**src/rtl/dual_sine_ctrl_if.sv**
```systemverilog
// dual_sine_ctrl_if
//   Bundles the two buses around the sine sequencer:
//   - offset request handshake: offset_in, offset_valid (requester -> ctrl),
//     offset_ready (ctrl -> requester)
//   - dual-port ROM bus: addr1, addr2, offset (ctrl -> ROM),
//     dout1, dout2 (ROM -> ctrl, combinational read data)
//   Modport slave is the sequencer's view; master is the requester/ROM side.
interface dual_sine_ctrl_if #(
  parameter int ADDRESS_WIDTH = 8,
  parameter int DATA_WIDTH    = 8
);
  logic [ADDRESS_WIDTH-1:0] offset_in;
  logic                     offset_valid;
  logic                     offset_ready;
  logic [ADDRESS_WIDTH-1:0] addr1;
  logic [ADDRESS_WIDTH-1:0] addr2;
  logic [ADDRESS_WIDTH-1:0] offset;
  logic [DATA_WIDTH-1:0]    dout1;
  logic [DATA_WIDTH-1:0]    dout2;

  modport slave (
    input  offset_in, offset_valid, dout1, dout2,
    output offset_ready, addr1, addr2, offset
  );

  modport master (
    output offset_in, offset_valid, dout1, dout2,
    input  offset_ready, addr1, addr2, offset
  );
endinterface

```
**src/rtl/dual_sine_ctrl.sv**
```systemverilog
// dual_sine_ctrl
//   Sequencer for a dual-port sine ROM. Steps a shared phase address by a
//   programmable increment, owns the channel-2 offset register (updated via a
//   valid/ready handshake and committed only on a phase wrap while running),
//   and registers both ROM outputs as a qualified sample pair.
// Ports:
//   clk, rst_n        clock, synchronous active-low reset
//   start, stop       start a burst from IDLE / abort RUN (stop wins)
//   burst_len         samples per burst, 0 = continuous (sampled at start)
//   incr              phase step (sampled at start)
//   bus               offset handshake + ROM address/data (slave modport)
//   sample1, sample2  registered ROM data, qualified by sample_valid
//   busy              state is not IDLE
//   done              one-cycle pulse at the end of a finite burst
module dual_sine_ctrl #(
  parameter int ADDRESS_WIDTH = 8,
  parameter int DATA_WIDTH    = 8
) (
  input  logic                     clk,
  input  logic                     rst_n,
  input  logic                     start,
  input  logic                     stop,
  input  logic [15:0]              burst_len,
  input  logic [ADDRESS_WIDTH-1:0] incr,
  dual_sine_ctrl_if.slave          bus,
  output logic [DATA_WIDTH-1:0]    sample1,
  output logic [DATA_WIDTH-1:0]    sample2,
  output logic                     sample_valid,
  output logic                     busy,
  output logic                     done
);

  localparam logic [1:0] ST_IDLE = 2'd0;
  localparam logic [1:0] ST_RUN  = 2'd1;
  localparam logic [1:0] ST_DONE = 2'd2;

  logic [1:0]               state;
  logic [ADDRESS_WIDTH-1:0] phase;
  logic [ADDRESS_WIDTH-1:0] incr_r;
  logic [ADDRESS_WIDTH-1:0] offset_r;
  logic [ADDRESS_WIDTH-1:0] pend_val;
  logic [15:0]              len_r;
  logic [15:0]              count;
  logic                     pending;
  logic [ADDRESS_WIDTH:0]   phase_sum;
  logic                     wrap;
  logic                     last;

  // The carry out of the phase addition marks a wrap back through zero.
  assign phase_sum = {1'b0, phase} + {1'b0, incr_r};
  assign wrap      = phase_sum[ADDRESS_WIDTH];
  assign last      = (len_r != 16'd0) && (count == len_r - 16'd1);

  assign bus.addr1        = phase;
  assign bus.addr2        = phase;
  assign bus.offset       = offset_r;
  assign bus.offset_ready = !pending;
  assign busy             = (state != ST_IDLE);

  always_ff @(posedge clk) begin
    if (!rst_n) begin
      state        <= ST_IDLE;
      phase        <= '0;
      incr_r       <= '0;
      len_r        <= '0;
      count        <= '0;
      sample1      <= '0;
      sample2      <= '0;
      sample_valid <= 1'b0;
      done         <= 1'b0;
    end else begin
      case (state)
        ST_IDLE: begin
          phase        <= '0;
          sample_valid <= 1'b0;
          done         <= 1'b0;
          if (start && !stop) begin
            incr_r <= incr;
            len_r  <= burst_len;
            count  <= '0;
            state  <= ST_RUN;
          end
        end
        ST_RUN: begin
          sample1 <= bus.dout1;
          sample2 <= bus.dout2;
          // Saturate so long continuous playback never wraps the counter.
          if (count != 16'hFFFF) count <= count + 16'd1;
          if (stop) begin
            // The sample captured this cycle is discarded by leaving valid low.
            state        <= ST_IDLE;
            phase        <= '0;
            sample_valid <= 1'b0;
          end else begin
            phase        <= phase_sum[ADDRESS_WIDTH-1:0];
            sample_valid <= 1'b1;
            if (last) begin
              state <= ST_DONE;
              done  <= 1'b1;
            end
          end
        end
        ST_DONE: begin
          state        <= ST_IDLE;
          phase        <= '0;
          sample_valid <= 1'b0;
          done         <= 1'b0;
        end
        default: begin
          state        <= ST_IDLE;
          phase        <= '0;
          sample_valid <= 1'b0;
          done         <= 1'b0;
        end
      endcase
    end
  end

  // Offset request: one entry deep. While running, the commit waits for a
  // wrap so channel 2 only changes at a cycle boundary; otherwise it lands
  // the cycle after the transfer. Ready is low while pending, so transfer
  // and commit can never happen in the same cycle.
  always_ff @(posedge clk) begin
    if (!rst_n) begin
      pending  <= 1'b0;
      pend_val <= '0;
      offset_r <= '0;
    end else if (pending) begin
      if ((state != ST_RUN) || wrap) begin
        offset_r <= pend_val;
        pending  <= 1'b0;
      end
    end else if (bus.offset_valid) begin
      pend_val <= bus.offset_in;
      pending  <= 1'b1;
    end
  end

endmodule
```
**src/flat_wrapper.sv**
```systemverilog
// flat-port wrapper written by rule: the top's interface ports become plain ports
module dual_sine_ctrl_flat 
#(
  parameter int ADDRESS_WIDTH = 8,
  parameter int DATA_WIDTH    = 8
)
  (clk, rst_n, start, stop, burst_len, incr, sample1, sample2, sample_valid, busy, done, bus_offset_in, bus_offset_valid, bus_dout1, bus_dout2, bus_offset_ready, bus_addr1, bus_addr2, bus_offset);
  dual_sine_ctrl_if #(.ADDRESS_WIDTH(ADDRESS_WIDTH), .DATA_WIDTH(DATA_WIDTH)) bus_i ();
  input  logic clk;
  input  logic rst_n;
  input  logic start;
  input  logic stop;
  input  logic [15:0] burst_len;
  input  logic [ADDRESS_WIDTH-1:0] incr;
  output logic [DATA_WIDTH-1:0] sample1;
  output logic [DATA_WIDTH-1:0] sample2;
  output logic sample_valid;
  output logic busy;
  output logic done;
  input wire logic [$bits(bus_i.offset_in)-1:0] bus_offset_in;
  input wire logic [$bits(bus_i.offset_valid)-1:0] bus_offset_valid;
  input wire logic [$bits(bus_i.dout1)-1:0] bus_dout1;
  input wire logic [$bits(bus_i.dout2)-1:0] bus_dout2;
  output wire logic [$bits(bus_i.offset_ready)-1:0] bus_offset_ready;
  output wire logic [$bits(bus_i.addr1)-1:0] bus_addr1;
  output wire logic [$bits(bus_i.addr2)-1:0] bus_addr2;
  output wire logic [$bits(bus_i.offset)-1:0] bus_offset;
  assign bus_i.offset_in = bus_offset_in;
  assign bus_i.offset_valid = bus_offset_valid;
  assign bus_i.dout1 = bus_dout1;
  assign bus_i.dout2 = bus_dout2;
  assign bus_offset_ready = bus_i.offset_ready;
  assign bus_addr1 = bus_i.addr1;
  assign bus_addr2 = bus_i.addr2;
  assign bus_offset = bus_i.offset;
  dual_sine_ctrl #(.ADDRESS_WIDTH(ADDRESS_WIDTH), .DATA_WIDTH(DATA_WIDTH)) u_core (.clk(clk), .rst_n(rst_n), .start(start), .stop(stop), .burst_len(burst_len), .incr(incr), .bus(bus_i), .sample1(sample1), .sample2(sample2), .sample_valid(sample_valid), .busy(busy), .done(done));
endmodule
```
**config.mk**
```make
export PLATFORM = sky130hd
export DESIGN_NAME = dual_sine_ctrl_flat
export DESIGN_NICKNAME = d
export VERILOG_FILES = /design/src/rtl/dual_sine_ctrl_if.sv /design/src/rtl/dual_sine_ctrl.sv /design/src/flat_wrapper.sv
export SDC_FILE = /design/constraint.sdc
export NUM_CORES = 1
export LEC_CHECK = 0
export CORE_MARGIN = 5
export CORE_UTILIZATION = 54
export DETAILED_ROUTE_END_ITERATION = 10
export PLACE_DENSITY = 0.86
export SYNTH_ARGS = -nofsm -noshare
export SYNTH_HDL_FRONTEND = slang
export SYNTH_SLANG_ARGS = --single-unit
```
**constraint.sdc**
```tcl
create_clock -name clk -period 4.5 [get_ports clk]
set_input_delay 0.9 -clock clk [delete_from_list [all_inputs] [get_ports clk]]
set_output_delay 0.9 -clock clk [all_outputs]
set_load 0.03 [all_outputs]
```
==> metrics.yaml <==
track_usage: 0.215
cts.root.buffer_cell: "clkbuf_8"
max_cap_violations: 0
status: "finished, final reports clean"
place_congestion: 0.898
postCtsHoldBufs: 0
worstSetupEndpoint: "u_core.state[0]"
grt_util_met3: 0.0732
rr_startpoint: "u_core.len_r[0]"
drc: 0
p_per_area_nw_per_um2: 308
final-setup-viol-count: 0
syn_avg_cell_area_sq_um: 8.64
ys_seq_area_frac: 0.411
max_freq_mhz: 360
port-buffer-count: 96
ios: 97
worstHoldPathType: "flop to flop"
synth_edf_count: 0
core_sq_um: 7610
cp-end-kind: "flop"
clk_latency_ps: 360
startpoint_type: "flop"
yosys_warnings: 0
cpMaxStageDelayCell: "or4_4"
finalSetupTns_ps: 0
via_count: 3476
cp_slowest_stage_delay_ps: 580
ys.flop_type: "dfxtp_1"
hpwl_microns: 7440
crit_type: "flop to flop"
finalClockSkew_ps: 11.9
wl_per_cell_microns: 15.3
h-tree-depth: 3
grt_max_degree: 61
cts_tree: "done"
r2r_cells: 9
worst_pin_slew_ps: 909
numCtsBuffers: 9
synthToLayoutAreaGrowth_pct: 28.0
power.leakage_nw: 1.95
start_util: 0.545
synthArstFlopShare: 0
critPathLaunch: "u_core.len_r[0]"
diodes: 0
finalHoldViolCount: 0
drive_gt1_frac: 0.0660
firstDrtPassIters: 4
max-clock-path-buffers: 2
grt_setup_unrepaired: "false"
antenna_found_initial: 0
slew_headroom: 0.392
ant_nets: 0
drtIter0Drc: 187
dieArea_sq_um: 9530
ys_seq_elements: 85
r2r_slack_ps: 1720
period_minus_slack_ps: 2780
finalCritPeriodShare: 0.618
r2r_end: "u_core.state[0]"
post_cts_resized: 0
crit_path_max_fanout: 8
syn_nets: 545
grt_pass1_wl_microns: 16900
drv_slew: 0
nNetsFinal: 621
die_w_microns: 97.6
grt_overflow: 0
wl_microns: 10100
fin_util: 0.697
placement_rows: 32
grt_use_met2: 0.367
post_cts_buffers: 0
clkSinkCount: 85
vias_per_cell: 5.24
syn_inst: 480
busiest_layer: "met2"
cp_data_arrival_time_ps: 3040
die_h_microns: 97.6
grt_pass1_vias: 3689
use_met1: 0.246
ys_types: 55
clk_pin_slew_ps: 90
synth_area_sq_um: 4150
crit_chain: "inv_1 -> ha_1 -> nor3b_4 -> nand2_1 -> a211o_1 -> nor4_1 -> nand4_1 -> or4_4 -> a22o_1"
required_ps: 4760
final_cell_mix: "96 x nand2_1, 96 x clkdlybuf4s50_1, 85 x dfxtp_1"
ir_worst_vdd_uv: 219
==> Yosys cell counts, drive strengths merged (10+ instances only) <==
cell / number / area, sq um
a21boi: 42 / 315
a21oi: 13 / 68.8
buf: 13 / 86.3
clkbuf: 22 / 82.6
dfxtp: 85 / 1700
ha: 11 / 138
inv: 10 / 37.5
mux2i: 16 / 160
nand2: 97 / 367
nand3: 11 / 55.1
nor2: 29 / 109
nor2b: 20 / 125
xnor2: 17 / 149
xor2: 19 / 166
==> critical path: cells and delay by family, from the launching register on <==
| family | cells | cell delay [ps] |
|---|---|---|
| adder cells (fa/ha/maj) | 1 | 270 |
| flip-flops | 1 | 380 |
| AND/OR/NAND/NOR | 5 | 1380 |
| buffers and inverters | 1 | 120 |
| AO/OA/AOI/OAI | 2 | 520 |
==> cells by family (layout without fill, tap and decap cells) <==
| kind of cell | count (synthesis) | count (layout) | synth area share |
|---|---|---|---|
| AOI/OAI and AO/OA | 82 | 82 | 0.140 |
| adders and majority gates | 12 | 12 | 0.0380 |
| and+or+nand+nor | 204 | 204 | 0.247 |
| xor gates and xnor gates | 36 | 36 | 0.0761 |
| DFF | 85 | 85 | 0.411 |
| buffers and inverters | 45 | 126 | 0.0498 |
| muxes | 16 | 16 | 0.0386 |
==> how the worst min path moves through the flow <==
stage,from,end,slack (ps),cells after the start
6_report,u_core.sample1[3],u_core.sample1[3],470,2
5_1_grt,u_core.sample2[5],u_core.sample2[5],490,2
4_1_cts,u_core.sample1[3],u_core.sample1[3],470,2
3_5_place_dp,u_core.done,u_core.done,450,2
3_3_place_gp,u_core.done,u_core.done,450,2
2_1_floorplan,u_core.incr_r[0],u_core.incr_r[0],450,2
==> metrics by stage <==
step	hold WS (ps)	worst slack (ps)	cell area, sq um	cells	power, mW
global route	492	1520	5310	663	1.71
finish	466	1720	5310	663	1.63
floorplan	447	1850	4150	480	0.981
CTS	470	1750	5310	663	1.64
global placement	447	1490	5100	647	1.08
detailed placement	452	1410	5100	647	1.08
==> power breakdown <==
group / switching (mW) / internal [mW]
combinational: 0.130 / 0.135
clock: 0.300 / 0.265
sequential: 0.0245 / 0.777
==> flip-flops by register name (all words and copies together) (netlist names), 8 cells and up <==
| register | cells |
|---|---|
| u_core.len_r | 16 |
| u_core.incr_r | 8 |
| u_core.pend_val | 8 |
| u_core.bus.addr1 | 8 |
| u_core.bus.offset | 8 |
| u_core.sample2 | 8 |
| u_core.sample1 | 8 |
| u_core.count | 16 |
==> routing by layer <==
metal,vias to the layer above,part of all wire
li1,1763,-
met1,1604,0.42
met2,95,0.49
met3,14,0.074
met4,0,0.018
met5,-,0
==> layout make-up <==
type                       count  area (sq um)
tap                          102           128
fill                         576          2300
clock inverter                 7          81.3
sequential                    85          1700
timing repair buffer         100           991
multi-input combinational    350          2240
inverter                      10          37.5
clock buffer                   9           124
(Power assumes the default switching activity.)
